`src/rtl/addsub_pkg.sv`:
```
// Shared types and sizing for the nibble-serial add/subtract datapath.
// Holds the FSM state encoding, the slice width and the nibble-step helper.
package addsub_pkg;

  localparam int NIB_W = 4;

  typedef enum logic [1:0] {
    IDLE = 2'd0,
    RUN  = 2'd1,
    DONE = 2'd2
  } state_t;

  function automatic int nib_count(input int width);
    return width / NIB_W;
  endfunction

endpackage

```
`src/rtl/nibble_adder.sv`:
```
// 4-bit ripple-carry slice shared by every nibble step of the serial adder.
// Purely combinational, zero latency, no flow control.
module nibble_adder
  import addsub_pkg::*;
(
  input  logic [NIB_W-1:0] a,
  input  logic [NIB_W-1:0] b,
  input  logic             cin,
  output logic [NIB_W-1:0] sum,
  output logic             cout
);

  logic [NIB_W:0] c;

  always_comb begin
    c    = '0;
    sum  = '0;
    c[0] = cin;
    for (int i = 0; i < NIB_W; i++) begin
      sum[i]   = a[i] ^ b[i] ^ c[i];
      c[i + 1] = (a[i] & b[i]) | (c[i] & (a[i] ^ b[i]));
    end
    cout = c[NIB_W];
  end

endmodule

```
`src/rtl/nibble_serial_addsub.sv`:
```
// WIDTH-bit add/subtract computed one nibble per clock through a single shared slice.
// Result/flags valid with done, WIDTH/4 cycles after an accepted start; start is ignored while busy.
module nibble_serial_addsub
  import addsub_pkg::*;
#(
  parameter int WIDTH = 16
) (
  input  logic             clk,
  input  logic             rst_n,
  input  logic             start,
  input  logic             op_sub,
  input  logic [WIDTH-1:0] a,
  input  logic [WIDTH-1:0] b,
  output logic             busy,
  output logic             done,
  output logic [WIDTH-1:0] result,
  output logic             cout,
  output logic             overflow,
  output logic             zero
);

  localparam int NNIB = nib_count(WIDTH);
  localparam int CW   = (NNIB > 1) ? $clog2(NNIB) : 1;

  state_t           state, state_nxt;
  logic [WIDTH-1:0] a_q, b_q;
  logic             op_sub_q;
  logic [CW-1:0]    cnt;
  logic             carry;

  logic             accept;
  logic             last;
  logic [NIB_W-1:0] a_nib, b_nib, sum_nib;
  logic             slice_cout;
  logic [WIDTH-1:0] res_nxt;

  always_ff @(posedge clk or negedge rst_n) begin
    if (!rst_n) state <= IDLE;
    else        state <= state_nxt;
  end

  always_comb begin
    state_nxt = state;
    accept    = 1'b0;
    case (state)
      IDLE: begin
        if (start) begin
          state_nxt = RUN;
          accept    = 1'b1;
        end
      end
      RUN: begin
        if (last) state_nxt = DONE;
      end
      DONE: begin
        // Back-to-back starts skip IDLE entirely.
        if (start) begin
          state_nxt = RUN;
          accept    = 1'b1;
        end else begin
          state_nxt = IDLE;
        end
      end
      default: state_nxt = IDLE;
    endcase
  end

  assign busy = (state == RUN);
  assign done = (state == DONE);
  assign last = (cnt == CW'(NNIB - 1));

  assign a_nib = a_q[NIB_W*cnt +: NIB_W];
  assign b_nib = b_q[NIB_W*cnt +: NIB_W] ^ {NIB_W{op_sub_q}};

  nibble_adder u_slice (
    .a    (a_nib),
    .b    (b_nib),
    .cin  (carry),
    .sum  (sum_nib),
    .cout (slice_cout)
  );

  // Full result as it will look after this edge, so flags see the final nibble.
  always_comb begin
    res_nxt = result;
    res_nxt[NIB_W*cnt +: NIB_W] = sum_nib;
  end

  always_ff @(posedge clk or negedge rst_n) begin
    if (!rst_n) begin
      a_q      <= '0;
      b_q      <= '0;
      op_sub_q <= 1'b0;
      cnt      <= '0;
      carry    <= 1'b0;
      result   <= '0;
      cout     <= 1'b0;
      overflow <= 1'b0;
      zero     <= 1'b0;
    end else if (accept) begin
      a_q      <= a;
      b_q      <= b;
      op_sub_q <= op_sub;
      cnt      <= '0;
      // Subtraction is a + ~b + 1; the +1 enters as the first carry-in.
      carry    <= op_sub;
    end else if (state == RUN) begin
      result <= res_nxt;
      carry  <= slice_cout;
      cnt    <= cnt + 1'b1;
      if (last) begin
        cout     <= slice_cout;
        overflow <= (a_q[WIDTH-1] == (b_q[WIDTH-1] ^ op_sub_q)) &&
                    (res_nxt[WIDTH-1] != a_q[WIDTH-1]);
        zero     <= ~|res_nxt;
      end
    end
  end

endmodule

```
`config.mk`:
```
export PLATFORM = sky130hd
export DESIGN_NAME = nibble_serial_addsub
export DESIGN_NICKNAME = d
export VERILOG_FILES = /design/src/rtl/addsub_pkg.sv /design/src/rtl/nibble_adder.sv /design/src/rtl/nibble_serial_addsub.sv
export SDC_FILE = /design/constraint.sdc
export NUM_CORES = 1
export LEC_CHECK = 0
export CAP_MARGIN = 20
export CORE_ASPECT_RATIO = 0.7
export CORE_MARGIN = 3
export CORE_UTILIZATION = 57
export CTS_BUF_LIST = sky130_fd_sc_hd__clkbuf_2 sky130_fd_sc_hd__clkbuf_4 sky130_fd_sc_hd__clkbuf_8
export CTS_CLUSTER_SIZE = 24
export DETAILED_ROUTE_END_ITERATION = 6
export PLACE_DENSITY = 0.9
export SYNTH_ARGS = -nofsm -noshare
export SYNTH_HDL_FRONTEND = slang
export SYNTH_HIERARCHICAL = 1
export SYNTH_SLANG_ARGS = --single-unit
```
`constraint.sdc`:
```
create_clock -name clk -period 5.67 [get_ports clk]
set_input_delay 1.134 -clock clk [delete_from_list [all_inputs] [get_ports clk]]
set_output_delay 1.134 -clock clk [all_outputs]
set_load 0.02 [all_outputs]
```
==> reports/metrics.cfg <==
[outcome]
status=complete, no violations

[detailed_routing]
antenna_left=0
drcViolationCount=0
vias=1930
drt-total-wl_um=5450
firstDrtPassIters=4
vias_per_cell=5.58
initialDrtViolationCount=81
post_drt_wl_per_cell_um=15.8

[clocking]
htree_levels=3
worstSkewPairLatency_ns=0.34
cts_buffers=9
post-cts-setup-buffers=0
cts_tree=yes
cts_buffer_depth=2
hold_buffers=0
cts_resized=0
cts.sinks=57
root_buffer=clkbuf_8
clk_pin_slew_worst_paths_ns=0.06

[global_route]
antenna_found_initial=0
gr-total-overflow=0
grt_pass1_wl_um=9320
grt_pass1_vias=1961
grt_max_degree=58
grt_use_total=0.207

[synth]
synth_top_cell_by_area=dfrtp_1
synthesis.area_um2=2830
synth_flop_cell=dfrtp_1
synth.area.top_cells=dfrtp_1 50%, mux2_2 14%, a22o_1 4.0%, mux4_2 4.0%, fa_1 2.8%
yosysWarnings=6
yosys.cell_types.count=44
avgSynthCellArea_um2=12.8
synth-edff-count=0
async_flop_share=1.00
yosysSeqAreaShare=0.505
syn-num-nets=266
ys_ff_latch=57
synth_top_area_share=0.505
synth_cells=220

[timing]
clock.fmax_mhz=226
worst_pin_slew_ns=0.928
setup_ws_ns=1.25
finalCriticalPeriod_ns=4.42
tns_ns=0
hold_violations=0
clock_skew_ns=0.00840
min_period_over_period=0.780
final_max_slew_viol_count=0
rsz0062_at_grt=no
timing.hold.ws_ns=0.508
finalSetupViolations=0
maxSlewHeadroom=0.380

[worst_setup_path]
required_ns=5.90
crit_type=reg2reg
critPathMaxFanout=21
r2r_end=zero$_DFFE_PN0P_
reg2reg_slack_ns=1.25
r2r_cells=14
cp-start-kind=flip-flop
worstReg2RegStart=cnt[0]$_DFFE_PN0P_
cp-end-kind=flip-flop
critPathArrivalTime_ns=4.65

[finish]
nFillCells=272
utilization=0.795
fin_nets=322
drive_gt1_frac=0.225
area_growth_pct=28.1
diodes=0

[floorplanning]
die_w_um=90.1
dieArea_um2=5850
ioPinCount=57
fp.dieH_um=64.9
start_util=0.620
core_area_um2=4550
rows=20

[hold_path]
worstHoldEndpoint=b_q[1]$_DFFE_PN0P_
hold_depth=1
hp-start=b_q[1]$_DFFE_PN0P_
hold_path.class=reg2reg

[run]
cap_violations=0

[place]
place_congestion=0.865
preCtsSetupSlack_ns=1.25
dp_hpwl_um=4050
place.port_buffers=56

[power]
power_density_nw_per_um2=667
fin_total_pwr_uw=2420
cellLeakagePower_uw=0.00159
vdd_ir_drop_max_mv=0.358

==> stage by stage <==
step,instances,instance area [um^2]
floorplan,220,2830
global placement,331,3420
detailed placement,331,3420
CTS,346,3620
global route,346,3620
finish,346,3620
==> how the worst max path moves through the flow <==
stage | start | endpoint | cells after the start
after global placement | cnt[0]$_DFFE_PN0P_ | zero$_DFFE_PN0P_ | 14
after floorplan | cnt[0]$_DFFE_PN0P_ | zero$_DFFE_PN0P_ | 12
final | cnt[0]$_DFFE_PN0P_ | zero$_DFFE_PN0P_ | 14
after detailed placement | cnt[0]$_DFFE_PN0P_ | zero$_DFFE_PN0P_ | 14
after CTS | cnt[0]$_DFFE_PN0P_ | zero$_DFFE_PN0P_ | 14
after global routing | cnt[0]$_DFFE_PN0P_ | zero$_DFFE_PN0P_ | 14
==> cells in the mapped netlist, drive strengths merged, types with 2 or more instances <==
master,n
nand2,18
buf,4
o21bai,2
dfrtp,57
inv,14
nor2,6
nor3b,2
clkbuf,8
nor3,6
o21ai,6
mux2,34
fa,4
xor2,5
and3b,2
mux4,8
nor2b,3
ha,6
a22o,13
and3,2
mux2i,2
==> kinds of logic after synthesis <==
kind of cell | after synthesis | synth area share
AO/OA/AOI/OAI | 32 | 0.0877
AND/OR/NAND/NOR | 46 | 0.0877
adder cells (fa/ha/maj) | 10 | 0.0549
multiplexers | 44 | 0.210
buffers and inverters | 26 | 0.0390
XOR/XNOR | 5 | 0.0155
flip-flops | 57 | 0.505
==> routing by layer <==
metal | global-route usage | share of wire | routed length [um] | vias up
li1 | - | - | - | 900
met1 | 0.265 | 0.46 | 2490 | 958
met2 | 0.338 | 0.47 | 2540 | 64
met3 | 0.0777 | 0.067 | 365 | 8
met4 | 0.0515 | 0.0097 | 53 | 0
met5 | 0 | 0 | 0 | -
==> flip-flops by register name (all words and copies together) (netlist names) <==
register  count
a_q          16
b_q          16
carry         1
cnt           2
cout          1
op_sub_q      1
overflow      1
result       16
state         2
zero          1
==> worst max-delay path, stage by stage, from the launching register on <==
cell and delay [ns]:
dfrtp_1 0.90, mux4_1 0.68, xor2_1 0.22, fa_1 0.21, inv_1 0.05, fa_1 0.36
inv_1 0.09, fa_1 0.17, inv_1 0.06, fa_1 0.47, inv_1 0.10, nor2_1 0.12
nor3_1 0.05, or4_4 0.51, o41ai_2 0.33
==> cells in the final DEF, fill, tap and decap left out, types with 3 or more instances in the layout <==
cell type / netlist / layout
fa_1: 4 / 4
nand2_1: 18 / 18
clkdlybuf4s50_1: 0 / 55
clkbuf_8: 0 / 11
inv_1: 14 / 14
mux2_2: 34 / 34
ha_1: 6 / 6
nor3_1: 6 / 6
o21ai_0: 6 / 6
mux4_1: 3 / 3
xor2_1: 5 / 5
dfrtp_1: 57 / 57
mux4_2: 5 / 5
nor2_1: 6 / 6
a22o_1: 13 / 13
==> cell type report <==
cell class,instances,area [um^2],area share
multi-input cells,137,1300,0.358
repair buffers,57,563,0.156
well taps,66,82.6,0.0228
flip-flops and latches,57,1430,0.394
clock buffers,12,159,0.0439
inverters,14,52.6,0.0145
clock inverters,3,40.0,0.0111
==> power breakdown <==
| group | total [uW] | internal [uW] | switching [uW] |
|---|---|---|---|
| clock | 374 | 227 | 147 |
| sequential | 749 | 589 | 160 |
| combinational | 1290 | 598 | 695 |
No activity file was read; power rests on OpenSTA's default activity.
